[src/rtl/trc_pkg.sv]
// Shared constants and helpers for the trace subsystem.
package trc_pkg;

  localparam int TRC_TS_W  = 16;
  localparam int TRC_CNT_W = 16;
  localparam int TRC_DEPTH = 8;

  function automatic int clog2(input int n);
    int r;
    r = 0;
    while ((1 << r) < n) r++;
    return r;
  endfunction

endpackage

[src/rtl/needle_fifo.sv]
// Timestamp FIFO: registered head, no fall-through, flush has priority.
module needle_fifo
  import trc_pkg::*;
#(
  parameter int DEPTH = TRC_DEPTH,
  parameter int TS_W  = TRC_TS_W,
  localparam int AW   = clog2(DEPTH)
) (
  input  logic            clk,
  input  logic            reset_n,
  input  logic            push,
  input  logic            pop,
  input  logic            flush,
  input  logic [TS_W-1:0] wdata,
  output logic [TS_W-1:0] head,
  output logic            empty,
  output logic            full,
  output logic [AW:0]     level
);

  localparam logic [AW:0] FULL_LVL = (AW+1)'(DEPTH);

  logic [TS_W-1:0] mem [DEPTH];
  logic [AW-1:0]   wp, rp;
  logic            do_push, do_pop;

  assign empty   = (level == '0);
  assign full    = (level == FULL_LVL);
  assign do_pop  = pop & ~empty & ~flush;
  assign do_push = push & (~full | do_pop) & ~flush;
  // Empty FIFO presents zero so the head is clean straight out of reset.
  assign head    = empty ? '0 : mem[rp];

  always_ff @(posedge clk)
    if (do_push) mem[wp] <= wdata;

  always_ff @(posedge clk or negedge reset_n) begin
    if (!reset_n) begin
      wp    <= '0;
      rp    <= '0;
      level <= '0;
    end else if (flush) begin
      wp    <= '0;
      rp    <= '0;
      level <= '0;
    end else begin
      if (do_push) wp <= wp + 1'b1;
      if (do_pop)  rp <= rp + 1'b1;
      unique case ({do_push, do_pop})
        2'b10:   level <= level + 1'b1;
        2'b01:   level <= level - 1'b1;
        default: level <= level;
      endcase
    end
  end

endmodule

[src/rtl/needle_catcher.sv]
// Synchronises the active-low needle, timestamps each falling edge and
// queues the timestamps for valid/ready readout.
module needle_catcher
  import trc_pkg::*;
#(
  parameter int TS_W        = TRC_TS_W,
  parameter int DEPTH       = TRC_DEPTH,
  parameter int CNT_W       = TRC_CNT_W,
  parameter int SYNC_STAGES = 2
) (
  input  logic                  clk,
  input  logic                  reset_n,
  input  logic                  needle,
  input  logic                  arm,
  input  logic                  clear,
  output logic [TS_W-1:0]       ts_data,
  output logic                  ts_valid,
  input  logic                  ts_ready,
  output logic [CNT_W-1:0]      event_count,
  output logic                  overflow,
  output logic [clog2(DEPTH):0] fill_level
);

  logic [SYNC_STAGES-1:0] sync_q;
  logic [SYNC_STAGES:0]   vld_pipe;
  logic                   prev_q, det, evt_q;
  logic                   push, pop, full, empty;
  logic [TS_W-1:0]        ts_cnt;

  // vld_pipe tracks which flops hold real samples, so a needle held low
  // across reset release never looks like a falling edge.
  always_ff @(posedge clk or negedge reset_n) begin
    if (!reset_n) begin
      sync_q   <= '1;
      prev_q   <= 1'b1;
      vld_pipe <= '0;
      evt_q    <= 1'b0;
    end else begin
      sync_q   <= {sync_q[SYNC_STAGES-2:0], needle};
      prev_q   <= sync_q[SYNC_STAGES-1];
      vld_pipe <= {vld_pipe[SYNC_STAGES-1:0], 1'b1};
      evt_q    <= det;
    end
  end

  assign det = vld_pipe[SYNC_STAGES] & prev_q & ~sync_q[SYNC_STAGES-1] & arm;

  assign ts_valid = ~empty;
  assign pop      = ts_valid & ts_ready & ~clear;
  assign push     = evt_q & (~full | pop) & ~clear;

  always_ff @(posedge clk or negedge reset_n) begin
    if (!reset_n) begin
      ts_cnt      <= '0;
      event_count <= '0;
      overflow    <= 1'b0;
    end else if (clear) begin
      ts_cnt      <= '0;
      event_count <= '0;
      overflow    <= 1'b0;
    end else begin
      ts_cnt <= ts_cnt + 1'b1;
      if (evt_q && event_count != '1) event_count <= event_count + 1'b1;
      if (evt_q && !push)             overflow    <= 1'b1;
    end
  end

  needle_fifo #(.DEPTH(DEPTH), .TS_W(TS_W)) u_fifo (
    .clk     (clk),
    .reset_n (reset_n),
    .push    (push),
    .pop     (pop),
    .flush   (clear),
    .wdata   (ts_cnt),
    .head    (ts_data),
    .empty   (empty),
    .full    (full),
    .level   (fill_level)
  );

endmodule

[config.mk]
export PLATFORM = sky130hd
export DESIGN_NAME = needle_catcher
export DESIGN_NICKNAME = d
export VERILOG_FILES = /design/src/rtl/trc_pkg.sv /design/src/rtl/needle_fifo.sv /design/src/rtl/needle_catcher.sv
export SDC_FILE = /design/constraint.sdc
export NUM_CORES = 1
export LEC_CHECK = 0
export CORE_ASPECT_RATIO = 0.8
export CORE_MARGIN = 4
export CORE_UTILIZATION = 50
export DETAILED_ROUTE_END_ITERATION = 7
export HOLD_SLACK_MARGIN = 0.02
export PLACE_DENSITY = 0.69
export SYNTH_ARGS = -nofsm -noshare
export SYNTH_HDL_FRONTEND = slang
export SYNTH_SLANG_ARGS = --single-unit
[constraint.sdc]
create_clock -name clk -period 3.7 [get_ports clk]
set_input_delay 1.11 -clock clk [delete_from_list [all_inputs] [get_ports clk]]
set_output_delay 1.11 -clock clk [all_outputs]
set_load 0.03 [all_outputs]
==> results.ini, run 1 <==
[clocking]
clockBufferDepth = 2
postCtsHoldBufs = 0
cts_buffers = 17
clock-sinks = 178
cts_tree = done
root_buffer = clkbuf_16
htreeDepth = 4
clock_latency_ns = 0.43
clkSlewWorstSetupHoldPaths_ns = 0.07

[floorplan]
die_y_um = 117.4
io_pins = 44
num_rows = 39
core_area_sq_mm = 0.01444
die-area_sq_mm = 0.01699
initial_utilization_pct = 51.78
die_x_um = 144.7

[setup_path]
worstPathMaxFanout = 16
reg2reg_slack_ns = 0.94
critPathCaptureType = output pin
worstReg2RegEnd = u_fifo.level[3]$_DFFE_PN0P_
regToRegStartpoint = u_fifo.level[0]$_DFFE_PN0P_
crit_type = reg2out
worstPathRequired_ns = 2.59
reg2regPathDepth = 7
cp_data_arrival_time_ns = 2.46
start_kind = register

[detailed_routing]
post-route-drc-count = 0
vias = 4296
postRouteAntennaNets = 0
via_per_inst = 5.869
wl_per_cell_um = 20.46
wirelength_mm = 14.98
drt_iter0_markers = 381
dr.pass1.iters = 5

[logic_synthesis]
yosysMostFrequentCell = edfxtp_1
synth_top_area_share_pct = 51.39
syn_inst = 472
synth_cell_type_count = 56
synth_top_area_cell = edfxtp_1
synth_commonest_cells = edfxtp_1 (128), nor2_1 (50), dfrtp_1 (47), mux4_2 (32), mux2i_1 (20)
synthArstFlopShare_pct = 28.09
yosys_warnings = 0
synth.area.top_cells = edfxtp_1 (51%), dfrtp_1 (16%), mux4_2 (9.6%)
seq_area_frac_synth_pct = 68.17
syn_area_sq_mm = 0.007480
synth_edf_count = 128
avgSynthCellArea_sq_um = 15.85
ys_seq_elements = 178
ys.flop_type = edfxtp_1
syn_nets = 485

[power_and_ir_drop]
sw_frac_of_total_pct = 26.61
switchingPower_mw = 1.300
ir_drop_mv = 0.3407
seq_power_share_pct = 45.0
total_power_mw = 4.886
intPower_mw = 3.585
power_density_mw_per_mm2 = 551.7
clkPwrFrac_pct = 35.1
p_comb_share_pct = 19.9
cellLeakagePower_nw = 3.153

[worst_hold_path]
min-delay-start = vld_pipe[0]$_DFF_PN0_
min_to = vld_pipe[1]$_DFF_PN0_
hold_depth = 0
hold_path.class = reg2reg

[place]
dp_slack_ns = 0.1923
gp_congestion = 0.8243
dp.final_hpwl_mm = 8.937
dp.cells = 697
numPortBuffers = 43
placed_cell_area_sq_mm = 0.008213

[cells_and_area]
stdcell_area_sq_mm = 0.008856
num-nets-final = 548
diodes = 0
finish.utilization_pct = 61.31
drive_above_1_share_pct = 19.71
syn_to_final_growth_pct = 18.40
fin_cells = 732
n_fill_cell = 1079

[job]
cap_violations = 0

[global_routing]
grt_pass1_wl_mm = 24.11
grt_max_degree = 48
antenna_found_initial = 0
grt_usage_pct = 18.67
grt_pass1_vias = 4305
gr-total-overflow = 0

[sta]
finalCritPeriodShare_pct = 96.38
setup_violations = 0
finalCriticalPeriod_ns = 3.566
max_clock_freq_mhz = 280.4
drv_slew = 0
finClkSkew_ns = 0.01270
worst_slew_pin_slew_ns = 0.7747
setup_tns_ns = 0
holdWs_ns = 0.3487
hold_viol = 0
slew_headroom_pct = 48.35
fin_ws_ns = 0.1341
rsz0062_at_grt = no

[status]
status = completed

[cells in the final DEF, fill, tap and decap left out, drive strengths merged, types with 3 or more instances in the layout]
| cell type | Yosys | final |
|---|---|---|
| nand3 | 14 | 14 |
| xor2 | 9 | 9 |
| and3 | 5 | 5 |
| nor3 | 13 | 13 |
| o41ai | 3 | 3 |
| and4 | 3 | 3 |
| nand2 | 14 | 14 |
| ha | 6 | 6 |
| clkinv | 1 | 6 |
| nor2b | 3 | 3 |
| mux2i | 20 | 20 |
| a21oi | 17 | 17 |
| inv | 7 | 12 |
| nor2 | 51 | 51 |
| nand2b | 3 | 3 |
| dfrtp | 47 | 47 |
| dfstp | 3 | 3 |
| or3 | 9 | 9 |
| nor4 | 5 | 5 |
| o21ai | 10 | 10 |
| edfxtp | 128 | 128 |
| nand4 | 11 | 11 |
| or4b | 3 | 3 |
| a211oi | 3 | 3 |
| mux4 | 32 | 32 |
| clkdlybuf4s50 | 0 | 41 |
| xnor2 | 7 | 7 |
| clkbuf | 8 | 23 |
| buf | 15 | 24 |
[layout make-up]
cell class              count  area (sq um)  area share [%]
repair buffers             67         675.6           7.629
well taps                 184         230.2           2.600
flip-flops and latches    178          5100           57.59
inverters                   8         32.53          0.3673
multi-input cells         263          2247           25.37
clock inverters            10         70.07          0.7912
clock buffers              22         500.5           5.651
[worst max-delay path: stages (launching register included)]
cell and delay, ns:
dfrtp_2 0.45, buf_12 0.21, mux4_2 0.53, mux2i_1 0.15
nor2_1 0.08, clkdlybuf4s50_1 0.60
[layer usage]
metal,wire length [um],track usage [%],up-vias
met3,750,4.516,4
met1,6650,26.56,2233
met5,0,0,-
li1,-,-,1961
met4,89,4.895,0
met2,7485,29.12,98
[worst max path at each step]
| stage | start | to | slack (ns) | depth (start not counted) |
|---|---|---|---|---|
| final | u_fifo.rp[0]$_DFFE_PN0P_ | ts_data[13] | 0.13 | 5 |
| after global routing | u_fifo.rp[0]$_DFFE_PN0P_ | ts_data[7] | 0.02 | 5 |
| after global placement | ts_ready | u_fifo.level[3]$_DFFE_PN0P_ | 0.36 | 8 |
| after detailed placement | ts_ready | u_fifo.level[3]$_DFFE_PN0P_ | 0.19 | 8 |
| after floorplan | ts_ready | u_fifo.mem[0][0]$_DFFE_PP_ | 0.25 | 5 |
| after CTS | u_fifo.rp[0]$_DFFE_PN0P_ | ts_data[15] | 0.001 | 5 |
[state kept, by name (all words and copies together) (netlist names)]
signal	cells
u_fifo.rp	3
overflow	1
u_fifo.mem	128
event_count	16
vld_pipe	3
evt_q	1
sync_q	2
u_fifo.wp	3
prev_q	1
ts_cnt	16
u_fifo.level	4
[power by group through the flow]
stage          Sequential (mW)  Combinational [mW]  Clock (mW)
2_1_floorplan             2.23               0.611           0
5_1_grt                   2.20                1.05        1.83
4_1_cts                   2.19               0.968        1.74
6_report                  2.20               0.975        1.71
3_3_place_gp              2.23               0.884           0
3_5_place_dp              2.23               0.895           0
[logic make-up after synthesis]
group | synth area share [%]
flops | 68.17
mux | 12.66
other cells | 0.05014
xor+xnor | 1.874
compound gates | 4.333
buf+inv | 1.991
simple gates | 9.652
fa+ha+maj | 1.271
[what timing repair did]
| item | in CTS | in global routing |
|---|---|---|
| cloned | 0 | 1 |
| resized for setup | 0 | 2 |
| pin swaps | 1 | 0 |
| endpoints found under the setup margin | 12 | 15 |
| buffers inserted | 2 | 0 |
(Power assumes the default switching activity.)
==> run 2: changes to the inputs <==
Settings changed: CORE_MARGIN 4 to default.
==> results.ini, run 2 (synthesis results as in run 1) <==
[status]
status = finished, violations left
failed_checks = design-rule violations

[setup_path]
crit_type = reg2out
start_kind = register
regToRegStartpoint = u_fifo.level[1]$_DFFE_PN0P_
crit_slowest_cell = clkdlybuf4s50_1
crit_family = simple AND/OR/NAND/NOR gates
path_cells = or3_1 > nor2_8 > buf_12 > nor2_1 > clkdlybuf4s50_1
reg2reg_slack_ns = 1.09
reg2regPathDepth = 7
cp_data_arrival_time_ns = 2.49
worstReg2RegEnd = u_fifo.level[3]$_DFFE_PN0P_
critPathCaptureType = output pin
slowest_delay_ns = 0.59
worstPathMaxFanout = 11
worst-path-buf-inv = 2
worstPathRequired_ns = 2.59

[sta]
holdWs_ns = 0.3536
setup_violations = 0
finalCriticalPeriod_ns = 3.602
drv_slew = 0
slew_headroom_pct = 58.84
rsz0062_at_grt = no
max_clock_freq_mhz = 277.6
setup_tns_ns = 0
hold_viol = 0
finalCritPeriodShare_pct = 97.35
finClkSkew_ns = 0.01745
worst_slew_pin_slew_ns = 0.6173

[worst_hold_path]
hold_depth = 0
min-delay-start = vld_pipe[1]$_DFF_PN0_
min_to = vld_pipe[2]$_DFF_PN0_
hold_path.class = reg2reg

[cells_and_area]
stdcell_area_sq_mm = 0.008897
syn_to_final_growth_pct = 18.95
num-nets-final = 549
n_fill_cell = 1049
largestRegisters = u_fifo.mem x128, event_count x16, ts_cnt x16
regArea_sq_mm = 0.005100
layout_commonest_cell = edfxtp_1
drive_above_1_share_pct = 19.67
mostFrequentLayoutCells = edfxtp_1 (128), nor2_1 (50), dfrtp_1 (46), clkdlybuf4s50_1 (41), mux4_2 (32)
diodes = 0
regMostFlops = u_fifo.mem
largest_reg_flops = 128
multi_input_area_sq_mm = 0.002242

[clocking]
cts_buffers = 17
root_buffer = clkbuf_16
clock-sinks = 178
htreeDepth = 4
cts_tree = done
clock_latency_ns = 0.43
clockBufferDepth = 2
clkSlewWorstSetupHoldPaths_ns = 0.06
postCtsHoldBufs = 0

[global_routing]
grt_pass1_wl_mm = 23.92
antenna_found_initial = 0
grt_max_degree = 48
gr-total-overflow = 0
grt_usage_pct = 20.92
grt_pass1_vias = 4325

[detailed_routing]
wl_per_cell_um = 20.17
dr.pass1.iters = 8
via_per_inst = 5.806
vias = 4256
drt_iter0_markers = 375
post-route-drc-count = 9
wirelength_mm = 14.78
postRouteAntennaNets = 0

[floorplan]
core_area_sq_mm = 0.01444
initial_utilization_pct = 51.78
io_pins = 44
die_x_um = 138.7
die_y_um = 111.4
num_rows = 39
die-area_sq_mm = 0.01546

[power_and_ir_drop]
power_density_mw_per_mm2 = 566.7
total_power_mw = 5.042
ir_drop_mv = 0.3720
cellLeakagePower_nw = 3.162

[place]
dp.final_hpwl_mm = 8.976
numPortBuffers = 43
placed_cell_area_sq_mm = 0.008205
gp_congestion = 0.8167

[job]
cap_violations = 0

[run 2: cell count changes in the layout (fill, tap and decap cells not counted)]
cell and delta:
bufinv_16 +4, inv_4 -4, clkbuf_16 -3, clkinvlp_4 +3, buf_4 +2, buf_12 -1
buf_6 +1, clkbuf_4 -1, clkbuf_8 +1, clkinv_4 -1, or3_1 +1, or3_4 -1
[run 2: timing repair]
item	in CTS	in global routing
endpoints found under the setup margin	10	4
buffers inserted	5	0
pin swaps	1	0
hold endpoints to repair	0	0
gates resized for setup	0	2
[run 2: where the power goes]
part | leakage (nW) | internal [mW] | total [mW] | switching, mW
combinational | 0.983 | 0.453 | 0.945 | 0.491
clock | 0.303 | 1.17 | 1.90 | 0.728
sequential | 1.88 | 2.15 | 2.20 | 0.0540
[run 2: through the flow]
step                setup slack [ns]  cells  util, %
global placement              0.3812    696    56.81
finish                       0.09818    733    61.60
CTS                          0.05481    733    61.56
detailed placement            0.2418    696    56.81
global route                 0.01652    733    61.60
floorplan                     0.2516    472        -
[run 2: layout make-up]
class	count	share of cell area, %
Tap cell	184	2.588
Sequential cell	178	57.32
Clock inverter	12	2.011
Clock buffer	20	5.133
Multi-Input combinational cell	263	25.20
Inverter	8	0.3656
Timing Repair Buffer	68	7.383
[run 2: worst max path at each step]
stage,from,to,slack [ns],depth (start not counted)
finish,u_fifo.level[1]$_DFFE_PN0P_,ts_data[13],0.1,5
global route,u_fifo.rp[0]$_DFFE_PN0P_,ts_data[14],0.02,5
CTS,u_fifo.rp[0]$_DFFE_PN0P_,ts_data[0],0.05,5
detailed placement,ts_ready,u_fifo.level[3]$_DFFE_PN0P_,0.24,8
global placement,ts_ready,u_fifo.level[3]$_DFFE_PN0P_,0.38,8
floorplan,ts_ready,u_fifo.mem[0][0]$_DFFE_PP_,0.25,5
[run 2: worst register-to-register path, cell delays in order (launching register included)]
cell	delay [ns]
dfrtp_1	0.48
o41ai_2	0.55
nor3_1	0.19
ha_1	0.37
a21oi_1	0.30
a2111oi_0	0.17
nor4_1	0.30
nand4_1	0.12
[run 2: metal layers]
layer / global-route usage [%] / routed length, um
met3: 3.871 / 854
met1: 30.34 / 6702
met2: 31.54 / 7009
met4: 8.815 / 215
met5: 0 / 0
